[src/rtl/mem_burst_ctrl.sv]
// Burst read/write controller that is the sole master of a single-port word memory.
// Optional write-verify pass (VFY state, sticky err) is enabled with `define VERIFY_WRITE_EN.
module mem_burst_ctrl #(
    parameter int W     = 32,
    parameter int A     = 12,
    parameter int LEN_W = 8
) (
    input  logic             clk,
    input  logic             rst,
    input  logic             req_valid,
    output logic             req_ready,
    input  logic             req_write,
    input  logic [A-1:0]     req_addr,
    input  logic [LEN_W-1:0] req_len,
    input  logic             wr_valid,
    output logic             wr_ready,
    input  logic [W-1:0]     wr_data,
    output logic             rsp_valid,
    input  logic             rsp_ready,
    output logic [W-1:0]     rsp_data,
    output logic             rsp_last,
    output logic             busy,
    output logic             done,
    output logic             err,
    output logic [A-1:0]     mem_addr,
    output logic             mem_write,
    output logic [W-1:0]     mem_wdata,
    input  logic [W-1:0]     mem_rdata
);

    // Every channel uses valid/ready: a transfer happens on a rising edge where both
    // are high; the source holds payload stable while valid is high and ready is low.

`ifdef VERIFY_WRITE_EN
    typedef enum logic [1:0] {IDLE, RD, WR, VFY} state_t;
`else
    typedef enum logic [1:0] {IDLE, RD, WR} state_t;
`endif

    state_t           state, state_n;
    logic [A-1:0]     cur_addr;
    logic [LEN_W-1:0] count;
    logic             issue_more;
    logic             addr_vld;
    logic             addr_last;
    logic             wr_fin;
    logic             done_n;
    logic             req_fire, rsp_adv, rd_load, rd_cap, rd_end, wr_fire;

    assign req_ready = (state == IDLE);
    assign busy      = (state != IDLE);
    assign req_fire  = req_valid && req_ready;

    // Read pipeline: mem_addr holds the beat in flight, rsp_* is the response slot.
    assign rsp_adv = !rsp_valid || rsp_ready;
    assign rd_load = (state == RD) && issue_more && (!addr_vld || rsp_adv);
    assign rd_cap  = (state == RD) && addr_vld && rsp_adv;
    assign rd_end  = (state == RD) && rsp_valid && rsp_ready && rsp_last;

`ifdef VERIFY_WRITE_EN
    assign wr_ready = (state == WR) && !mem_write && !wr_fin;
`else
    assign wr_ready = (state == WR) && !wr_fin;
`endif
    assign wr_fire = wr_valid && wr_ready;

    always_ff @(posedge clk) begin
        if (rst) state <= IDLE;
        else     state <= state_n;
    end

    always_comb begin
        state_n = state;
        done_n  = 1'b0;
        case (state)
            IDLE: if (req_fire) state_n = req_write ? WR : RD;
            RD: begin
                if (rd_end) begin
                    state_n = IDLE;
                    done_n  = 1'b1;
                end
            end
`ifdef VERIFY_WRITE_EN
            WR:  if (mem_write) state_n = VFY;
            VFY: begin
                state_n = wr_fin ? IDLE : WR;
                done_n  = wr_fin;
            end
`else
            WR: begin
                if (wr_fin) begin
                    state_n = IDLE;
                    done_n  = 1'b1;
                end
            end
`endif
            default: state_n = IDLE;
        endcase
    end

    always_ff @(posedge clk) begin
        if (rst) begin
            cur_addr   <= '0;
            count      <= '0;
            issue_more <= 1'b0;
            addr_vld   <= 1'b0;
            addr_last  <= 1'b0;
            wr_fin     <= 1'b0;
            done       <= 1'b0;
            mem_write  <= 1'b0;
            mem_addr   <= '0;
            mem_wdata  <= '0;
            rsp_valid  <= 1'b0;
            rsp_data   <= '0;
            rsp_last   <= 1'b0;
        end else begin
            done      <= done_n;
            mem_write <= 1'b0;

            if (req_fire) begin
                cur_addr   <= req_addr;
                count      <= req_len;
                issue_more <= !req_write;
                addr_vld   <= 1'b0;
                wr_fin     <= 1'b0;
            end

            if (rd_load) begin
                mem_addr  <= cur_addr;
                addr_vld  <= 1'b1;
                addr_last <= (count == '0);
                cur_addr  <= cur_addr + 1'b1;
                if (count == '0) issue_more <= 1'b0;
                else             count      <= count - 1'b1;
            end else if (rd_cap) begin
                addr_vld <= 1'b0;
            end

            if (rd_cap) begin
                rsp_valid <= 1'b1;
                rsp_data  <= mem_rdata;
                rsp_last  <= addr_last;
            end else if (rsp_valid && rsp_ready) begin
                rsp_valid <= 1'b0;
                rsp_last  <= 1'b0;
            end

            // Address wraps modulo 2**A by plain overflow of cur_addr.
            if (wr_fire) begin
                mem_write <= 1'b1;
                mem_addr  <= cur_addr;
                mem_wdata <= wr_data;
                cur_addr  <= cur_addr + 1'b1;
                if (count == '0) wr_fin <= 1'b1;
                else             count  <= count - 1'b1;
            end
        end
    end

`ifdef VERIFY_WRITE_EN
    logic err_q;

    // mem_addr/mem_wdata still hold the just-written beat during VFY.
    always_ff @(posedge clk) begin
        if (rst)                                          err_q <= 1'b0;
        else if (req_fire)                                err_q <= 1'b0;
        else if ((state == VFY) && (mem_rdata != mem_wdata)) err_q <= 1'b1;
    end
    assign err = err_q;
`else
    assign err = 1'b0;
`endif

endmodule

[config.mk]
export PLATFORM = sky130hd
export DESIGN_NAME = mem_burst_ctrl
export DESIGN_NICKNAME = d
export VERILOG_FILES = /design/src/rtl/mem_burst_ctrl.sv
export SDC_FILE = /design/constraint.sdc
export NUM_CORES = 1
export LEC_CHECK = 0
export ABC_CLOCK_PERIOD_IN_PS = 4580
export CAP_MARGIN = 20
export CORE_MARGIN = 10
export CORE_UTILIZATION = 30
export DETAILED_ROUTE_END_ITERATION = 8
export SYNTH_ARGS = -nofsm -noshare
export SYNTH_HDL_FRONTEND = slang
export SYNTH_SLANG_ARGS = --single-unit
[constraint.sdc]
create_clock -name clk -period 4.58 [get_ports clk]
set_input_delay 0.687 -clock clk [delete_from_list [all_inputs] [get_ports clk]]
set_output_delay 0.687 -clock clk [all_outputs]
set_load 0.1 [all_outputs]
== After elaboration in Yosys (flattened, before gate mapping) ==
Index checks and enable logic that the tools add are counted.

* Register bits: 106
* Bits of input ports: 90
* Output and inout bits: 84
* Logic and storage cells: 77

* Add/subtract/negate cells: 2
* Eq/ne operators: 5
* Mux-type cells: 31
* Reductions and logical operators: 25

{| class="wikitable"
|+ Operator list
! operator !! number
|-
| 2-to-1 mux 12 bit || 5
|-
| 2-to-1 mux 8 bit || 5
|-
| 2-to-1 mux 1 bit || 15
|-
| adder 12 x 1 -> 12 bit, second input constant || 1
|-
| logical AND 1 bit || 11
|-
| zero test 8 bit || 1
|-
| 2-to-1 mux 2 bit || 4
|-
| subtractor 8 x 1 -> 8 bit, second input constant || 1
|-
| case mux 2 bit (3 select lines) || 1
|-
| nonzero test 2 bit || 3
|-
| nonzero test 3 bit || 2
|-
| zero test 1 bit || 4
|-
| != test 2 bit, second input constant || 2
|-
| AND reduction 3 bit || 1
|-
| equality test 2 x 1 -> 1 bit, second input constant || 1
|-
| equality test 2 bit, second input constant || 1
|-
| zero test 2 bit || 1
|-
| logical OR 1 bit || 2
|-
| != test 2 x 1 -> 1 bit, second input constant || 1
|-
| case mux 1 bit (2 select lines) || 1
|}

== Depth between registers and ports, before layout ==
* Depth in word-level cells: 7
* Gate-level depth with buffers: 9

== Worst setup path after synthesis ==
Ideal clock, no wire load.

* Kind: register -> register
* Start point: register state[0]
* End point: register mem_wdata[10]
* Arrival time: 2862 ps
* Data required time: 4509 ps
* Setup slack: 1647 ps
* Cell stages (with the launch flop): 9
* Period minus slack after synthesis: 2933 ps
* Cells stage by stage: dfxtp_1 -> inv_1 -> ha_1 -> nor2b_1 -> and2_1 -> clkbuf_1 -> clkbuf_1 -> nand2_1 -> a21oi_1

* Longest elaborated chain between the ends: 3

{| class="wikitable"
|+ RTL lines
! item !! line !! text
|-
| start: declaration || 40 || <nowiki>state_t state, state_n;</nowiki>
|-
| start signal: assignment || 69 || <nowiki>else state <= state_n;</nowiki>
|-
| equality test 2 bit || 63 || <nowiki>assign wr_ready = (state == WR) && !wr_fin;</nowiki>
|-
| logical AND 1 bit || 63 ||
|-
| net wr_ready || 16 || <nowiki>output logic wr_ready,</nowiki>
|-
| logical AND 1 bit || 65 || <nowiki>assign wr_fire = wr_valid && wr_ready;</nowiki>
|-
| end signal: assignment || 152 || <nowiki>mem_wdata <= wr_data;</nowiki>
|-
| end: declaration || 27 || <nowiki>output logic [W-1:0] mem_wdata,</nowiki>
|}

The timed path passes the listed nets, and every way through them passes these cells.
A chain may end at the register's enable or synchronous reset.

== Final worst setup path ==
* Start point: register state[0]
* End point: output port wr_ready

* Longest elaborated chain between the ends: 2

{| class="wikitable"
|+ RTL lines
! item !! line
|-
| equality test 2 bit || 63
|-
| logical AND 1 bit || 63
|-
| end: declaration || 16
|}

Every way passes these cells.

==> impl_metrics.json <==
{
  "status": "completed",
  "whs_ns": 0.454,
  "total_power_mw": 2.16,
  "port_buffers": 172,
  "avgSynthCellArea_sq_um": 7.95,
  "cts_buffer_depth": 2,
  "async_flop_share_pct": 0,
  "synth_top_area_cell": "dfxtp_1",
  "synth-seq-cells": 106,
  "postCtsSetupBuffers": 0,
  "die_width_microns": 138,
  "hold_violations": 0,
  "finalWeightedCongestion": 0.822,
  "startpoint_type": "flip-flop",
  "path_clk_slew_ns": 0.06,
  "cp_cell_sequence": "inv_1 > ha_1 > nor2b_1 > clkdlybuf4s50_1",
  "yosysTopAreaCellShare_pct": 50.6,
  "track_usage_pct": 13.9,
  "grt_remaining_overflow": 0,
  "initial_core_util_pct": 30.5,
  "antenna-diode-count": 0,
  "slew_headroom_pct": 31.1,
  "cts_tree": "yes",
  "setup_viol_count_final": 0,
  "ctsResizeCount": 0,
  "die_h_microns": 138,
  "ant_nets": 0,
  "synth_cell_types": 45,
  "syn_to_final_growth_pct": 52.4,
  "clock-skew-final_ns": 0.00720,
  "ys_seq_area_share_pct": 50.6,
  "postRouteWirelength_microns": 13600,
  "maxSlewViolCount": 0,
  "hold_buffers": 0,
  "drt_iter0_drc": 203,
  "cp_top_family": "buffers and inverters",
  "dr.pass1.iters": 4,
  "drc": 0,
  "hpwl_microns": 10000,
  "fp.coreArea_sq_um": 13800,
  "multi_input_area_sq_um": 1900,
  "synth_nets": 624,
  "grt_pass1_vias": 4222,
  "antenna_found_initial": 0,
  "nNetsFinal": 779,
  "grt_first_pass_wirelength_microns": 22100,
  "clk_latency_ns": 0.35,
  "via_count": 4121,
  "io_pins": 174,
  "rows": 43,
  "tightest_slew_ns": 1.03,
  "synth.area.top_cells": "dfxtp_1 51%, nand2_1 16%, a21oi_1 11%, clkbuf_1 2.2%, ha_1 1.8%",
  "synth.cell_area_sq_um": 4200,
  "critPathKind": "flip-flop to output pin",
  "grt_start_max_net_pins": 107,
  "crit_required_ns": 3.89,
  "cp.arrival_ns": 2.33,
  "syn_inst": 528,
  "vdd_drop_max_uv": 228,
  "slowest_delay_ns": 1.19,
  "synthFlopType": "dfxtp_1",
  "drive_above_1_share_pct": 4.51,
  "via_per_inst": 4.75,
  "numCtsBuffers": 9,
  "fmax_mhz": 331,
  "cts_root_buf": "clkbuf_16",
  "hold_path.class": "flip-flop to flip-flop",
  "cp_max_fo": 3,
  "fill_cells": 1344,
  "cts-htree-levels": 3,
  "dieArea_sq_um": 19100,
  "detail_route.wl_per_cell_microns": 15.7,
  "power_density_nw_per_um2": 337,
  "cts.sinks": 106,
  "crit_buf_inv": 2,
  "min_period_over_period_pct": 65.9,
  "endpoint_kind": "output pin",
  "rsz0062_at_grt": "false",
  "yosys_warnings": 0,
  "synth_edf_count": 0,
  "min_period_ns": 3.02,
  "drv_cap": 0,
  "seq_area_sq_um": 2120,
  "crit_path_top_delay_cell": "clkdlybuf4s50_1",
  "setup_tns_ns": 0,
  "leakage_nw": 2.13
}
==> power breakdown <==
part           switching (mW)  leakage, nW  total [mW]  internal (mW)
Clock                   0.343        0.151       0.816          0.473
Combinational           0.220         1.12       0.364          0.143
Sequential             0.0259        0.858       0.976          0.950
Total                   0.589         2.13        2.16           1.57
==> worst min-delay path, stage by stage, from the launching register on <==
cell and delay, ns:
dfxtp_1 0.31, nand2_1 0.05, a21oi_1 0.05
==> cells by family (layout without fill, tap and decap cells) <==
group / Yosys count / count (layout) / share of synthesized area, %
AO/OA/AOI/OAI: 139 / 139 / 19.6
buffers and inverters: 41 / 200 / 4.17
other: 1 / 1 / 0.0893
AND/OR/NAND/NOR: 235 / 235 / 23.8
adder cells (fa/ha/maj): 6 / 6 / 1.79
flip-flops: 106 / 106 / 50.6
==> flip-flops by register name (all words and copies together) (netlist names) <==
| name | cells |
|---|---|
| state | 2 |
| rsp_data | 32 |
| rsp_valid | 1 |
| cur_addr | 12 |
| mem_addr | 12 |
| rsp_last | 1 |
| count | 8 |
| wr_fin | 1 |
| mem_write | 1 |
| done | 1 |
| addr_vld | 1 |
| mem_wdata | 32 |
| addr_last | 1 |
| issue_more | 1 |
==> cells in the final DEF, fill, tap and decap left out, drive strengths merged, types with 2 or more instances in the layout <==
cell           instances
nor2                  16
a221oi                 4
clkinv                 3
inv                    7
bufinv                 2
buf                    7
a32oi                  2
o21ai                 10
nor3b                  3
a211oi                 5
nand3                 11
clkdlybuf4s50        171
o211ai                 5
or3                    2
a21oi                 91
nand2                177
nor3                   4
and3                   4
dfxtp                106
o311ai                 2
a22oi                  3
and2                   2
a2bb2oi                3
ha                     6
o21a                   2
a31oi                  8
nand4                  3
clkbuf                 9
nor2b                  3
nand2b                 2
or4                    4
==> Yosys cell counts (2+ instances only) <==
cell and instances:
nor2_1 14, and2_1 2, buf_2 2, a21oi_1 91
a22oi_1 3, and3_1 4, or3_1 2, dfxtp_1 106
or4_1 3, o311ai_0 2, a32oi_1 2, nand2b_1 2
a221oi_1 4, o21ai_0 8, a211oi_1 5, nand2_1 177
buf_1 3, inv_1 7, nand3_1 11, nor2b_1 3
o21ai_4 2, o211ai_1 5, nand4_1 3, nor3_1 4
ha_1 6, clkbuf_1 25, a2bb2oi_1 3, nor3b_1 3
a31oi_1 8, buf_4 3
==> path summary, 6_finish.rpt <==
check | startpoint | end | slack (ns) | cells after the start
worst max-delay path | state[0] | wr_ready | 1.56 | 4
worst min-delay path | mem_wdata[9] | mem_wdata[9] | 0.45 | 2
worst max register to register | state[0] | cur_addr[5] | 2.09 | 8
worst min register to register | mem_wdata[9] | mem_wdata[9] | 0.45 | 2
==> metal layers <==
| layer | track usage, % | vias up | wire (microns) |
|---|---|---|---|
| met4 | 6.05 | 0 | 341 |
| li1 | - | 2099 | - |
| met3 | 5.75 | 20 | 1010 |
| met5 | 0 | - | 0 |
| met1 | 15.1 | 1886 | 5770 |
| met2 | 23.4 | 116 | 6490 |
==> per-stage QoR <==
step	cells	instance area, sq um	setup WS (ns)	utilization, %
2_1_floorplan	528	4200	1.65	-
3_3_place_gp	849	6020	1.65	43.7
3_5_place_dp	851	6060	1.62	44.0
4_1_cts	866	6370	1.53	46.2
5_1_grt	867	6400	1.49	46.4
6_report	867	6400	1.56	46.4
==> area by class of cell <==
cell class	instances	area share (%)
flip-flops and latches	106	33.2
clock inverters	6	1.29
repair buffers	178	28.3
well taps	180	3.52
clock buffers	9	3.52
multi-input cells	381	29.8
inverters	7	0.411
Power figures use the tool's default switching activity.
